$ cat config.mk
export PLATFORM = sky130hd
export DESIGN_NAME = cache_way_select
export DESIGN_NICKNAME = d
export VERILOG_FILES = /design/src/rtl/cache_pkg.sv /design/src/rtl/lru_age_update.sv /design/src/rtl/cache_way_select.sv
export SDC_FILE = /design/constraint.sdc
export NUM_CORES = 1
export LEC_CHECK = 0
export CORE_MARGIN = 2
export CORE_UTILIZATION = 49
export DETAILED_ROUTE_END_ITERATION = 10
export PLACE_DENSITY_LB_ADDON = 0.05
export REMOVE_ABC_BUFFERS = 1
export SYNTH_ARGS = -nofsm -noshare
export SYNTH_HDL_FRONTEND = slang
export SYNTH_HIERARCHICAL = 1
export SYNTH_SLANG_ARGS = --single-unit
$ cat constraint.sdc
create_clock -name clk -period 9.6 [get_ports clk]
set_input_delay 1.44 -clock clk [delete_from_list [all_inputs] [get_ports clk]]
set_output_delay 1.44 -clock clk [all_outputs]
set_load 0.02 [all_outputs]
$ cat src/rtl/cache_pkg.sv
// Shared definitions for the 4-way set-associative cache tag/replacement stage.
//   NUM_WAYS / WAY_W / AGE_W : associativity and derived widths
//   state_e                  : lookup stage state encoding
//   RESET_AGES               : per-set ages after reset/flush (way0..3 = 0,1,2,3)
package cache_pkg;
  localparam int NUM_WAYS = 4;
  localparam int WAY_W    = 2;
  localparam int AGE_W    = 2;

  typedef enum logic [0:0] {IDLE, MISS_WAIT} state_e;

  typedef logic [NUM_WAYS-1:0][AGE_W-1:0] ages_t;

  // Packed with way3 in the MSBs: way3=3, way2=2, way1=1, way0=0.
  localparam ages_t RESET_AGES = {2'd3, 2'd2, 2'd1, 2'd0};
endpackage

$ cat src/rtl/lru_age_update.sv
// True-LRU age update for one set (combinational).
//   ages_i : current ages of the 4 ways (0 = most recent, 3 = least recent)
//   way_i  : way being accessed
//   ages_o : ages after the access; stays a permutation of {0,1,2,3}
module lru_age_update
  import cache_pkg::*;
(
  input  ages_t            ages_i,
  input  logic [WAY_W-1:0] way_i,
  output ages_t            ages_o
);
  logic [AGE_W-1:0] ref_age;

  always_comb begin
    ref_age = ages_i[way_i];
    ages_o  = ages_i;
    for (int w = 0; w < NUM_WAYS; w++) begin
      if (WAY_W'(w) == way_i)        ages_o[w] = '0;
      else if (ages_i[w] < ref_age)  ages_o[w] = ages_i[w] + 2'd1;
    end
  end
endmodule

$ cat src/rtl/cache_way_select.sv
// Tag lookup and replacement stage of a 4-way set-associative cache.
// Holds per-set tags, valid bits and true-LRU ages; emits the way select for
// the downstream data mux (hit way, or LRU victim on a miss). On a miss it
// stalls in MISS_WAIT until fill_done, then installs the latched tag.
// Ports:
//   clk, rst_n            : clock, async active-low reset
//   req_valid/req_ready   : lookup handshake (ready only in IDLE)
//   req_idx, req_tag      : lookup set index and tag
//   flush                 : invalidate everything, highest priority
//   fill_done             : victim fill complete pulse (used in MISS_WAIT only)
//   resp_valid, hit       : one-cycle lookup result
//   way_sel               : hit way or victim way
//   hit_cnt, miss_cnt     : saturating statistics, present only with CACHE_STATS_EN
// Optional feature macro: CACHE_STATS_EN
module cache_way_select
  import cache_pkg::*;
#(
  parameter int tag_w = 8,
  parameter int idx_w = 2
) (
  input  logic             clk,
  input  logic             rst_n,
  input  logic             req_valid,
  output logic             req_ready,
  input  logic [idx_w-1:0] req_idx,
  input  logic [tag_w-1:0] req_tag,
  input  logic             flush,
  input  logic             fill_done,
  output logic             resp_valid,
  output logic             hit,
  output logic [WAY_W-1:0] way_sel
`ifdef CACHE_STATS_EN
  ,
  output logic [15:0]      hit_cnt,
  output logic [15:0]      miss_cnt
`endif
);
  localparam int SETS = 1 << idx_w;

  state_e                                    state_q, state_d;
  logic [SETS-1:0][NUM_WAYS-1:0][tag_w-1:0]  tag_q, tag_d;
  logic [SETS-1:0][NUM_WAYS-1:0]             valid_q, valid_d;
  ages_t [SETS-1:0]                          age_q, age_d;
  logic [idx_w-1:0]                          pend_idx_q, pend_idx_d;
  logic [tag_w-1:0]                          pend_tag_q, pend_tag_d;
  logic [WAY_W-1:0]                          pend_way_q, pend_way_d;
  logic                                      resp_valid_q, resp_valid_d;
  logic                                      hit_q, hit_d;
  logic [WAY_W-1:0]                          way_sel_q, way_sel_d;

  // Lookup on the requested set
  logic             lk_hit, lk_inv_found;
  logic [WAY_W-1:0] lk_hit_way, lk_victim, lk_inv_way, lk_lru_way;
  logic             accept;

  // Single age updater: requested set in IDLE, pending set in MISS_WAIT
  logic [idx_w-1:0] upd_idx;
  logic [WAY_W-1:0] upd_way;
  ages_t            upd_ages;

  assign req_ready = (state_q == IDLE);
  assign accept    = req_valid && req_ready;

  always_comb begin
    lk_hit       = 1'b0;
    lk_hit_way   = '0;
    lk_inv_found = 1'b0;
    lk_inv_way   = '0;
    lk_lru_way   = '0;
    for (int w = NUM_WAYS-1; w >= 0; w--) begin
      // Descending scan so the lowest-index invalid way wins.
      if (!valid_q[req_idx][w]) begin
        lk_inv_found = 1'b1;
        lk_inv_way   = WAY_W'(w);
      end
      if (valid_q[req_idx][w] && tag_q[req_idx][w] == req_tag) begin
        lk_hit     = 1'b1;
        lk_hit_way = WAY_W'(w);
      end
      if (age_q[req_idx][w] == AGE_W'(NUM_WAYS-1)) lk_lru_way = WAY_W'(w);
    end
    lk_victim = lk_inv_found ? lk_inv_way : lk_lru_way;
  end

  assign upd_idx = (state_q == IDLE) ? req_idx : pend_idx_q;
  assign upd_way = (state_q == IDLE) ? lk_hit_way : pend_way_q;

  lru_age_update u_lru (
    .ages_i (age_q[upd_idx]),
    .way_i  (upd_way),
    .ages_o (upd_ages)
  );

  always_comb begin
    state_d      = state_q;
    tag_d        = tag_q;
    valid_d      = valid_q;
    age_d        = age_q;
    pend_idx_d   = pend_idx_q;
    pend_tag_d   = pend_tag_q;
    pend_way_d   = pend_way_q;
    resp_valid_d = 1'b0;
    hit_d        = hit_q;
    way_sel_d    = way_sel_q;
    if (flush) begin
      state_d = IDLE;
      valid_d = '0;
      for (int s = 0; s < SETS; s++) age_d[s] = RESET_AGES;
    end else if (state_q == IDLE) begin
      if (accept) begin
        resp_valid_d = 1'b1;
        hit_d        = lk_hit;
        way_sel_d    = lk_hit ? lk_hit_way : lk_victim;
        if (lk_hit) begin
          age_d[req_idx] = upd_ages;
        end else begin
          state_d    = MISS_WAIT;
          pend_idx_d = req_idx;
          pend_tag_d = req_tag;
          pend_way_d = lk_victim;
        end
      end
    end else if (fill_done) begin
      tag_d[pend_idx_q][pend_way_q]   = pend_tag_q;
      valid_d[pend_idx_q][pend_way_q] = 1'b1;
      age_d[pend_idx_q]               = upd_ages;
      state_d                         = IDLE;
    end
  end

  always_ff @(posedge clk or negedge rst_n) begin
    if (!rst_n) begin
      state_q      <= IDLE;
      tag_q        <= '0;
      valid_q      <= '0;
      for (int s = 0; s < SETS; s++) age_q[s] <= RESET_AGES;
      pend_idx_q   <= '0;
      pend_tag_q   <= '0;
      pend_way_q   <= '0;
      resp_valid_q <= 1'b0;
      hit_q        <= 1'b0;
      way_sel_q    <= '0;
    end else begin
      state_q      <= state_d;
      tag_q        <= tag_d;
      valid_q      <= valid_d;
      age_q        <= age_d;
      pend_idx_q   <= pend_idx_d;
      pend_tag_q   <= pend_tag_d;
      pend_way_q   <= pend_way_d;
      resp_valid_q <= resp_valid_d;
      hit_q        <= hit_d;
      way_sel_q    <= way_sel_d;
    end
  end

  assign resp_valid = resp_valid_q;
  assign hit        = hit_q;
  assign way_sel    = way_sel_q;

`ifdef CACHE_STATS_EN
  logic [15:0] hit_cnt_q, hit_cnt_d, miss_cnt_q, miss_cnt_d;

  // Counts follow actual responses, so a flushed request is not counted.
  always_comb begin
    hit_cnt_d  = hit_cnt_q;
    miss_cnt_d = miss_cnt_q;
    if (accept && !flush) begin
      if (lk_hit && hit_cnt_q != 16'hFFFF)   hit_cnt_d  = hit_cnt_q + 16'd1;
      if (!lk_hit && miss_cnt_q != 16'hFFFF) miss_cnt_d = miss_cnt_q + 16'd1;
    end
  end

  always_ff @(posedge clk or negedge rst_n) begin
    if (!rst_n) begin
      hit_cnt_q  <= '0;
      miss_cnt_q <= '0;
    end else begin
      hit_cnt_q  <= hit_cnt_d;
      miss_cnt_q <= miss_cnt_d;
    end
  end

  assign hit_cnt  = hit_cnt_q;
  assign miss_cnt = miss_cnt_q;
`endif
endmodule

==> results of run 1 <==
==> final cells by class <==
type	instances	area [µm²]	share of cell area
flip-flops and latches	193	4850	0.460
multi-input cells	478	4520	0.429
clock buffers	19	443	0.0421
well taps	265	332	0.0315
repair buffers	26	234	0.0222
clock inverters	13	119	0.0113
inverters	10	37.5	0.00356
==> flip-flops by register name, summed over array words and instances (netlist names) <==
signal	count
state_q	1
hit	1
tag_q	128
way_sel	2
age_q	32
pend_tag_q	8
pend_idx_q	2
pend_way_q	2
valid_q	16
resp_valid	1
==> cell families after synthesis <==
group | Yosys count | share of synthesized area
xor gates and xnor gates | 44 | 0.0400
adders and majority gates | 4 | 0.00519
DFF | 193 | 0.503
buffers and inverters | 60 | 0.0304
AOI/OAI and AO/OA | 39 | 0.0293
muxes | 226 | 0.304
and+or+nand+nor | 165 | 0.0882
==> worst max-delay path, delay by kind of cell <==
kind | cells | cell delay, ns
compound gates | 3 | 1.07
buf+inv | 3 | 1.15
fa+ha+maj | 1 | 0.26
mux | 3 | 1.34
simple gates | 4 | 0.73
xor+xnor | 2 | 0.33
==> layer usage <==
| layer | vias up | track usage |
|---|---|---|
| li1 | 2601 | - |
| met1 | 3089 | 0.308 |
| met2 | 103 | 0.389 |
| met3 | 21 | 0.0397 |
| met4 | 0 | 0.0552 |
| met5 | - | 0 |
==> power groups by stage <==
stage          Combinational (mW)  Sequential [mW]  Clock [mW]
3_5_place_dp                0.221            0.972           0
5_1_grt                     0.239            0.968       0.732
3_3_place_gp                0.215            0.963           0
4_1_cts                     0.222            0.956       0.698
2_1_floorplan               0.145            0.940           0
6_report                    0.218            0.956       0.680
==> final timing paths <==
kind	start	endpoint	slack, ns	depth (start not counted)
worst max-delay path	req_idx[0]	age_q[23]	3.57	16
worst min-delay path	valid_q[10]	valid_q[10]	0.50	2
max in group asynchronous	rst_n	tag_q[46]	6.83	2
worst max register to register	tag_q[41]	age_q[23]	5.40	14
min in group asynchronous	rst_n	tag_q[7]	1.12	1
worst min register to register	valid_q[10]	valid_q[10]	0.50	2
==> synthesized netlist by cell type (3+ instances only) <==
cell type	number
or3_1	4
nor2_1	64
clkbuf_1	31
ha_1	4
inv_1	10
nand2_1	16
buf_6	6
mux2i_1	49
o211ai_1	6
dfrtp_1	177
nand2b_1	27
buf_2	6
a21o_1	3
mux4_1	6
nor3_1	9
and2b_2	6
nor3b_1	10
nor4_1	4
mux2_2	139
nand4_1	3
a21oi_1	4
xor2_1	14
o21ai_0	7
mux4_2	32
xnor2_1	30
a21boi_0	3
dfstp_2	16
a31oi_1	4
buf_1	5
nand3_1	13
==> stage by stage <==
| stage | instances | utilization | hold slack, ns | worst slack (ns) |
|---|---|---|---|---|
| 4_1_cts | 1004 | 0.543 | 0.503 | 3.59 |
| 6_report | 1004 | 0.543 | 0.499 | 3.57 |
| 2_1_floorplan | 681 | - | 0.461 | 4.73 |
| 3_3_place_gp | 972 | 0.514 | 0.473 | 3.28 |
| 5_1_grt | 1004 | 0.543 | 0.518 | 3.25 |
| 3_5_place_dp | 972 | 0.514 | 0.486 | 3.16 |
==> impl_metrics.yaml, run 1 <==
route:
  firstDrtPassIters: 5
  route.detailed.wl_per_inst_um: 21.8
  wl_met3_um: 772
  wl_met2_um: 10800
  drt-total-wl_um: 21800
  detail-route-antenna-nets: 0
  met1Wirelength_um: 9840
  vias: 5814
  drc: 0
  viasPerCell: 5.79
  routed.top_layer: "met4"
  drt_iter0_drc: 312
synth:
  async_flop_share: 1.00
  synth-seq-cells: 193
  synth_edf_count: 0
  yosysSeqAreaShare: 0.503
  synth.top_cell.area_share: 0.459
  syn_inst: 731
  synth_top_area_cell: "dfrtp_1"
  synth.avg_cell_area_um2: 13.2
  ys_types: 51
  synth_ff_type: "dfrtp_1"
  synth_area_um2: 9650
  synth_area_leaders: "dfrtp_1 46%, mux2_2 16%, mux4_2 7.5%"
  yosysWarningCount: 6
timing:
  worstMarginPinSlew_ns: 1.10
  final_hold_viol_count: 0
  drv_slew: 0
  setup_viol: 0
  period_share: 0.628
  fin_crit_ns: 6.03
  fin_skew_ns: 0.0126
  rsz0062_at_grt: "no"
  tns_ns: 0
  fmax_mhz: 166
  maxSlewHeadroom: 0.267
layout:
  final_cell_mix: "177 x dfrtp_1, 139 x mux2_2, 64 x nor2_1"
  fill_cells: 1633
  diodes: 0
  drive_above_1_share: 0.333
  finalNetCount: 745
  final_cell_area_um2: 10500
  area_delta_synth_final_pct: 9.20
  layout.cells.most_common: "dfrtp_1"
global_routing:
  grt_max_degree: 108
  grt_use_total: 0.229
  grt_pass1_wl_um: 35100
  overflow: 0
  first_global_vias: 6088
  antenna_found_initial: 0
placement:
  place_area_um2: 9970
  gp_congestion: 0.793
  dp_hpwl_um: 14100
  port_buffers: 19
floorplanning:
  start_util: 0.497
  core_um2: 19400
  die-width_um: 144
  row_count: 51
  die_area_um2: 20800
  die_h_um: 144
  ios: 20
clocking:
  hold_buffers: 0
  clock_latency_ns: 0.44
  post_cts_resized: 0
  numCtsBuffers: 17
  clk_path_buf_depth: 2
  clk_pin_slew_worst_paths_ns: 0.07
  root_buffer: "clkbuf_16"
  cts.sinks: 193
  cts_tree: "built"
  post_cts_buffers: 0
  htreeDepth: 4
critical_path:
  crit_arrival_ns: 6.37
  critPathMaxStageDelay_ns: 0.66
  cp-start-kind: "primary input"
  critPathMaxFanout: 39
  slowest_stage: "mux4_1"
  end_kind: "register"
  required_ns: 9.94
  path_cells: "buf_4, buf_4, mux4_1, xnor2_1, nand3_1, a211oi_1, o21bai_1, a31o_2, mux4_1, inv_1, ha_1, nor3b_1, xnor2_1, nor2_1, nor2_1, mux2i_1"
  critical_path_class: "primary input to register"
outcome:
  status: "finished, final reports clean"
power:
  leakagePower_nw: 4.86
  power.total_mw: 1.85
  internal-power_mw: 1.35
  p_switching_uw: 505
  power.density_nw_per_um2: 176
  seq_power_share: 0.516
  comb_power_share: 0.118
  vdd_ir_drop_max_uv: 110
  clkPwrFrac: 0.367
  p_sw_frac: 0.272
worst_hold_path:
  hold_class: "register to register"
run:
  maxCapViolCount: 0
(Power assumes the default switching activity.)
==> run 2, diff against run 1 <==
==> constraint.sdc (replaced) <==
create_clock -name clk -period 5.3 [get_ports clk]
set_input_delay 0.795 -clock clk [delete_from_list [all_inputs] [get_ports clk]]
set_output_delay 0.795 -clock clk [all_outputs]
set_load 0.02 [all_outputs]
==> run 2 against run 1 <==
Net effect:
- global-route usage rose by 0.94 points
- largest power group unchanged
- clock power grew 79%
- design area rose by 0.44%
- sequential share of layout area down 0.20 points
- clock skew about the same
- worst setup slack got worse by 3.1 ns
- final cell count is 1.0% higher
- critical path type unchanged
==> impl_metrics.yaml, run 2 (synthesized netlist as in run 1, its figures left out) <==
critical_path:
  required_ns: 5.58
  critical_path_class: "primary input to register"
  cp-start-kind: "primary input"
  end_kind: "register"
  critPathMaxFanout: 29
  crit_arrival_ns: 5.08
clocking:
  root_buffer: "clkbuf_16"
  clock_latency_ns: 0.44
  hold_buffers: 0
  htreeDepth: 4
  numCtsBuffers: 17
  clk_pin_slew_worst_paths_ns: 0.07
  clk_path_buf_depth: 2
  post_cts_resized: 0
  post_cts_buffers: 0
  cts.sinks: 193
  cts_tree: "built"
placement:
  port_buffers: 19
  dp_hpwl_um: 14900
  place_area_um2: 10000
  gp_congestion: 0.829
  placedCellCount: 982
layout:
  layout.cells.most_common: "dfrtp_1"
  drive_above_1_share: 0.340
  area_delta_synth_final_pct: 9.68
  finalNetCount: 755
  top_regs: "tag_q (128), age_q (32), valid_q (16)"
  fill_cells: 1703
  fin_cells: 1014
  diodes: 0
  largest_reg_flops: 128
  final_cell_area_um2: 10600
  regMostFlops: "tag_q"
  final_cell_mix: "177 x dfrtp_1, 139 x mux2_2, 64 x nor2_1"
floorplanning:
  die-width_um: 144
  ios: 20
  start_util: 0.497
  die_area_um2: 20800
  row_count: 51
  core_um2: 19400
  die_h_um: 144
route:
  wl_met3_um: 730
  routed.top_layer: "met4"
  viasPerCell: 5.75
  drt_iter0_drc: 341
  firstDrtPassIters: 5
  drc: 0
  detail-route-antenna-nets: 0
  drt-total-wl_um: 22800
  met1Wirelength_um: 10300
  wl_met2_um: 11300
  vias: 5834
  route.detailed.wl_per_inst_um: 22.5
timing:
  drv_slew: 0
  setup_viol: 0
  worstMarginPinSlew_ns: 1.08
  fmax_mhz: 209
  final_hold_viol_count: 0
  hold_ws_ns: 0.466
  period_share: 0.904
  fin_crit_ns: 4.79
  tns_ns: 0
  maxSlewHeadroom: 0.283
  fin_skew_ns: 0.0131
  rsz0062_at_grt: "no"
global_routing:
  overflow: 0
  first_global_vias: 6325
  grt_pass1_wl_um: 36700
  grt_max_degree: 109
  antenna_found_initial: 0
  grt_use_total: 0.238
worst_hold_path:
  hold_class: "primary input to asynchronous set/reset pin"
power:
  power.total_mw: 3.36
  vdd_ir_drop_max_uv: 214
  power.density_nw_per_um2: 317
  leakagePower_nw: 4.90
run:
  maxCapViolCount: 0
outcome:
  status: "finished, final reports clean"
[run 2: per-layer routing]
layer	up-vias	track usage
li1	2629	-
met5	-	0
met3	26	0.0328
met2	95	0.400
met4	0	0.0695
met1	3084	0.325
[run 2: where the power goes]
part	switching [mW]	internal (mW)	leakage, nW	total, mW
sequential	0.140	1.60	2.58	1.74
clock	0.596	0.620	0.269	1.22
combinational	0.184	0.216	2.05	0.400
[run 2: worst max-delay path, cell delays in order]
cell and delay, ns:
buf_4 0.46, buf_4 0.35, mux4_2 0.54, xnor2_1 0.19
nand4_1 0.11, a211oi_1 0.29, o21bai_1 0.23, a31o_2 0.30
mux4_1 0.58, inv_1 0.14, ha_1 0.26, nor3b_1 0.33
xnor2_1 0.17, nor2_1 0.06, nand2b_1 0.15, mux2i_1 0.12
[run 2: final timing paths]
path	end	cells after the start	start	slack (ns)
worst max-delay path	age_q[25]	16	req_idx[0]	0.51
min in group clk	tag_q[45]	1	tag_q[45]	0.50
max in group asynchronous	tag_q[59]	2	rst_n	3.65
worst min register to register	tag_q[45]	1	tag_q[45]	0.50
worst max register to register	age_q[25]	13	tag_q[102]	1.26
worst min-delay path	tag_q[103]	1	rst_n	0.47
[run 2: per-stage QoR]
step / util / worst slack [ns]
6_report: 0.545 / 0.508
3_5_place_dp: 0.517 / 0.0990
3_3_place_gp: 0.517 / 0.306
5_1_grt: 0.545 / 0.206
4_1_cts: 0.545 / 0.523
2_1_floorplan: - / 1.08
[run 2: cell type report]
cell class / instances / area, µm² / area share
inverters: 10 / 37.5 / 0.00355
well taps: 265 / 332 / 0.0313
multi-input cells: 478 / 4510 / 0.426
flip-flops and latches: 193 / 4850 / 0.458
clock inverters: 14 / 104 / 0.00982
clock buffers: 18 / 439 / 0.0415
repair buffers: 36 / 309 / 0.0292
==> run 3, diff against run 2 <==
--- a/config.mk
+++ b/config.mk
@@ -5,11 +5,13 @@
 export SDC_FILE = /design/constraint.sdc
 export NUM_CORES = 1
 export LEC_CHECK = 0
+export CORE_ASPECT_RATIO = 0.8
 export CORE_MARGIN = 2
 export CORE_UTILIZATION = 49
 export DETAILED_ROUTE_END_ITERATION = 10
 export PLACE_DENSITY_LB_ADDON = 0.05
 export REMOVE_ABC_BUFFERS = 1
+export SKIP_LAST_GASP = 1
 export SYNTH_ARGS = -nofsm -noshare
 export SYNTH_HDL_FRONTEND = slang
 export SYNTH_HIERARCHICAL = 1
==> run 3 against run 2 <==
Net effect:
- design area rose by 0.38%
- sequential power barely moved
- largest cell class unchanged
- critical path depth fell by 1
- global-route usage rose by 0.94 points
- critical path type unchanged
==> impl_metrics.yaml, run 3 (synthesized netlist as in run 1, its figures left out) <==
route:
  drc: 0
  detail-route-antenna-nets: 0
  drt-total-wl_um: 23600
  drt_iter0_drc: 497
  viasPerCell: 5.89
  firstDrtPassIters: 5
  vias: 5934
  route.detailed.wl_per_inst_um: 23.4
layout:
  fill_cells: 1600
  diodes: 0
  layout.cells.most_common: "dfrtp_1"
  top_regs: "tag_q (128), age_q (32), valid_q (16)"
  final_cell_mix: "177 x dfrtp_1, 139 x mux2_2, 64 x nor2_1"
  drive_above_1_share: 0.340
  final_cell_area_um2: 10600
  finalNetCount: 755
  area_delta_synth_final_pct: 10.1
  regMostFlops: "tag_q"
  largest_reg_flops: 128
  fin_cells: 1007
clocking:
  clock_latency_ns: 0.44
  root_buffer: "clkbuf_16"
  cts_tree: "built"
  post_cts_buffers: 0
  clk_path_buf_depth: 2
  post_cts_resized: 0
  cts.sinks: 193
  clk_pin_slew_worst_paths_ns: 0.07
  numCtsBuffers: 17
  hold_buffers: 0
  htreeDepth: 4
timing:
  final_hold_viol_count: 0
  worstMarginPinSlew_ns: 1.12
  drv_slew: 0
  setup_viol: 0
  fmax_mhz: 211
  fin_skew_ns: 0.00842
  period_share: 0.895
  tns_ns: 0
  maxSlewHeadroom: 0.252
  fin_crit_ns: 4.74
  rsz0062_at_grt: "no"
  setup_ws_ns: 0.556
critical_path:
  critical_path_class: "primary input to register"
  end_kind: "register"
  cp-start-kind: "primary input"
  crit_arrival_ns: 5.10
  cp_top_family: "multiplexers"
  path_cells: "buf_4, buf_4, mux4_2, xor2_1, nor3_1, o211ai_1, o21bai_1, a31o_2, mux4_1, inv_1, ha_1, nor3b_1, nor4_1, nor2_1, mux2i_1"
  r2r_slack_ns: 1.16
  reg2reg_to: "age_q[30]"
  slowest_stage: "mux4_2"
  r2r_cells: 13
  cp_common_cell: "buf_4"
  crit_cells: 15
  cp-startpoint: "req_idx[0]"
  critPathMaxStageDelay_ns: 0.57
  r2r_start: "tag_q[32]"
  critPathMaxFanout: 25
  timing.critical_path.buf_inv: 3
  critPathCapture: "age_q[30]"
  required_ns: 5.66
global_routing:
  grt_use_total: 0.248
  first_global_vias: 6332
  grt_pass1_wl_um: 38400
  overflow: 0
  antenna_found_initial: 0
  grt_max_degree: 96
floorplanning:
  core_um2: 19100
  row_count: 45
  die-width_um: 161
  ios: 20
  die_h_um: 129
  start_util: 0.504
  die_area_um2: 20800
power:
  comb_power_share: 0.121
  vdd_ir_drop_max_uv: 197
  power.density_nw_per_um2: 322
  power.total_mw: 3.42
  p_switching_uw: 919
  leakagePower_nw: 4.92
  p_sw_frac: 0.269
  seq_power_share: 0.507
  internal-power_mw: 2.50
  clkPwrFrac: 0.372
placement:
  place_area_um2: 10000
  port_buffers: 19
  placedCellCount: 975
  post-place-ws_ns: 0.212
  gp_congestion: 0.870
  dp_hpwl_um: 16100
run:
  maxCapViolCount: 0
outcome:
  status: "finished, final reports clean"
worst_hold_path:
  hold_class: "primary input to asynchronous set/reset pin"
[run 3: changes by cell type in the layout (fill, tap and decap cells not counted), sizes merged]
cell    delta
bufinv     +1
clkbuf     +1
clkinv     -1
inv        -1
[run 3: cell type report]
cell class | count | area [µm²] | area share
timing repair buffer | 36 | 322 | 0.0303
inverter | 10 | 37.5 | 0.00353
clock inverter | 13 | 126 | 0.0119
clock buffer | 19 | 453 | 0.0427
sequential | 193 | 4850 | 0.457
multi-input combinational | 478 | 4510 | 0.425
tap | 258 | 323 | 0.0304
[run 3: worst min path at each step]
stage / start / to / slack [ns] / cells past startpoint
3_3_place_gp: valid_q[10] / valid_q[10] / 0.48 / 2
2_1_floorplan: valid_q[10] / valid_q[10] / 0.46 / 2
5_1_grt: rst_n / tag_q[11] / 0.48 / 1
4_1_cts: rst_n / tag_q[11] / 0.46 / 1
3_5_place_dp: valid_q[13] / valid_q[13] / 0.49 / 2
6_report: rst_n / tag_q[11] / 0.42 / 1
[run 3: metal layers]
| metal | up-vias | wire, µm | track usage | share of wire |
|---|---|---|---|---|
| met5 | - | 0 | 0 | 0 |
| met4 | 0 | 270 | 0.0572 | 0.011 |
| met3 | 23 | 1420 | 0.0656 | 0.060 |
| met2 | 151 | 10700 | 0.376 | 0.45 |
| met1 | 3142 | 11200 | 0.360 | 0.47 |
| li1 | 2618 | - | - | - |
[run 3: power groups by stage]
stage | clock, mW | combinational [mW] | sequential [mW]
3_5_place_dp | 0 | 0.415 | 1.76
4_1_cts | 1.30 | 0.417 | 1.73
6_report | 1.27 | 0.413 | 1.74
3_3_place_gp | 0 | 0.407 | 1.75
2_1_floorplan | 0 | 0.263 | 1.70
5_1_grt | 1.37 | 0.449 | 1.75
[run 3: metrics by stage]
stage / hold slack, ns / utilization
floorplan: 0.461 / -
global placement: 0.477 / 0.524
detailed placement: 0.488 / 0.524
CTS: 0.460 / 0.555
global route: 0.475 / 0.555
finish: 0.416 / 0.555
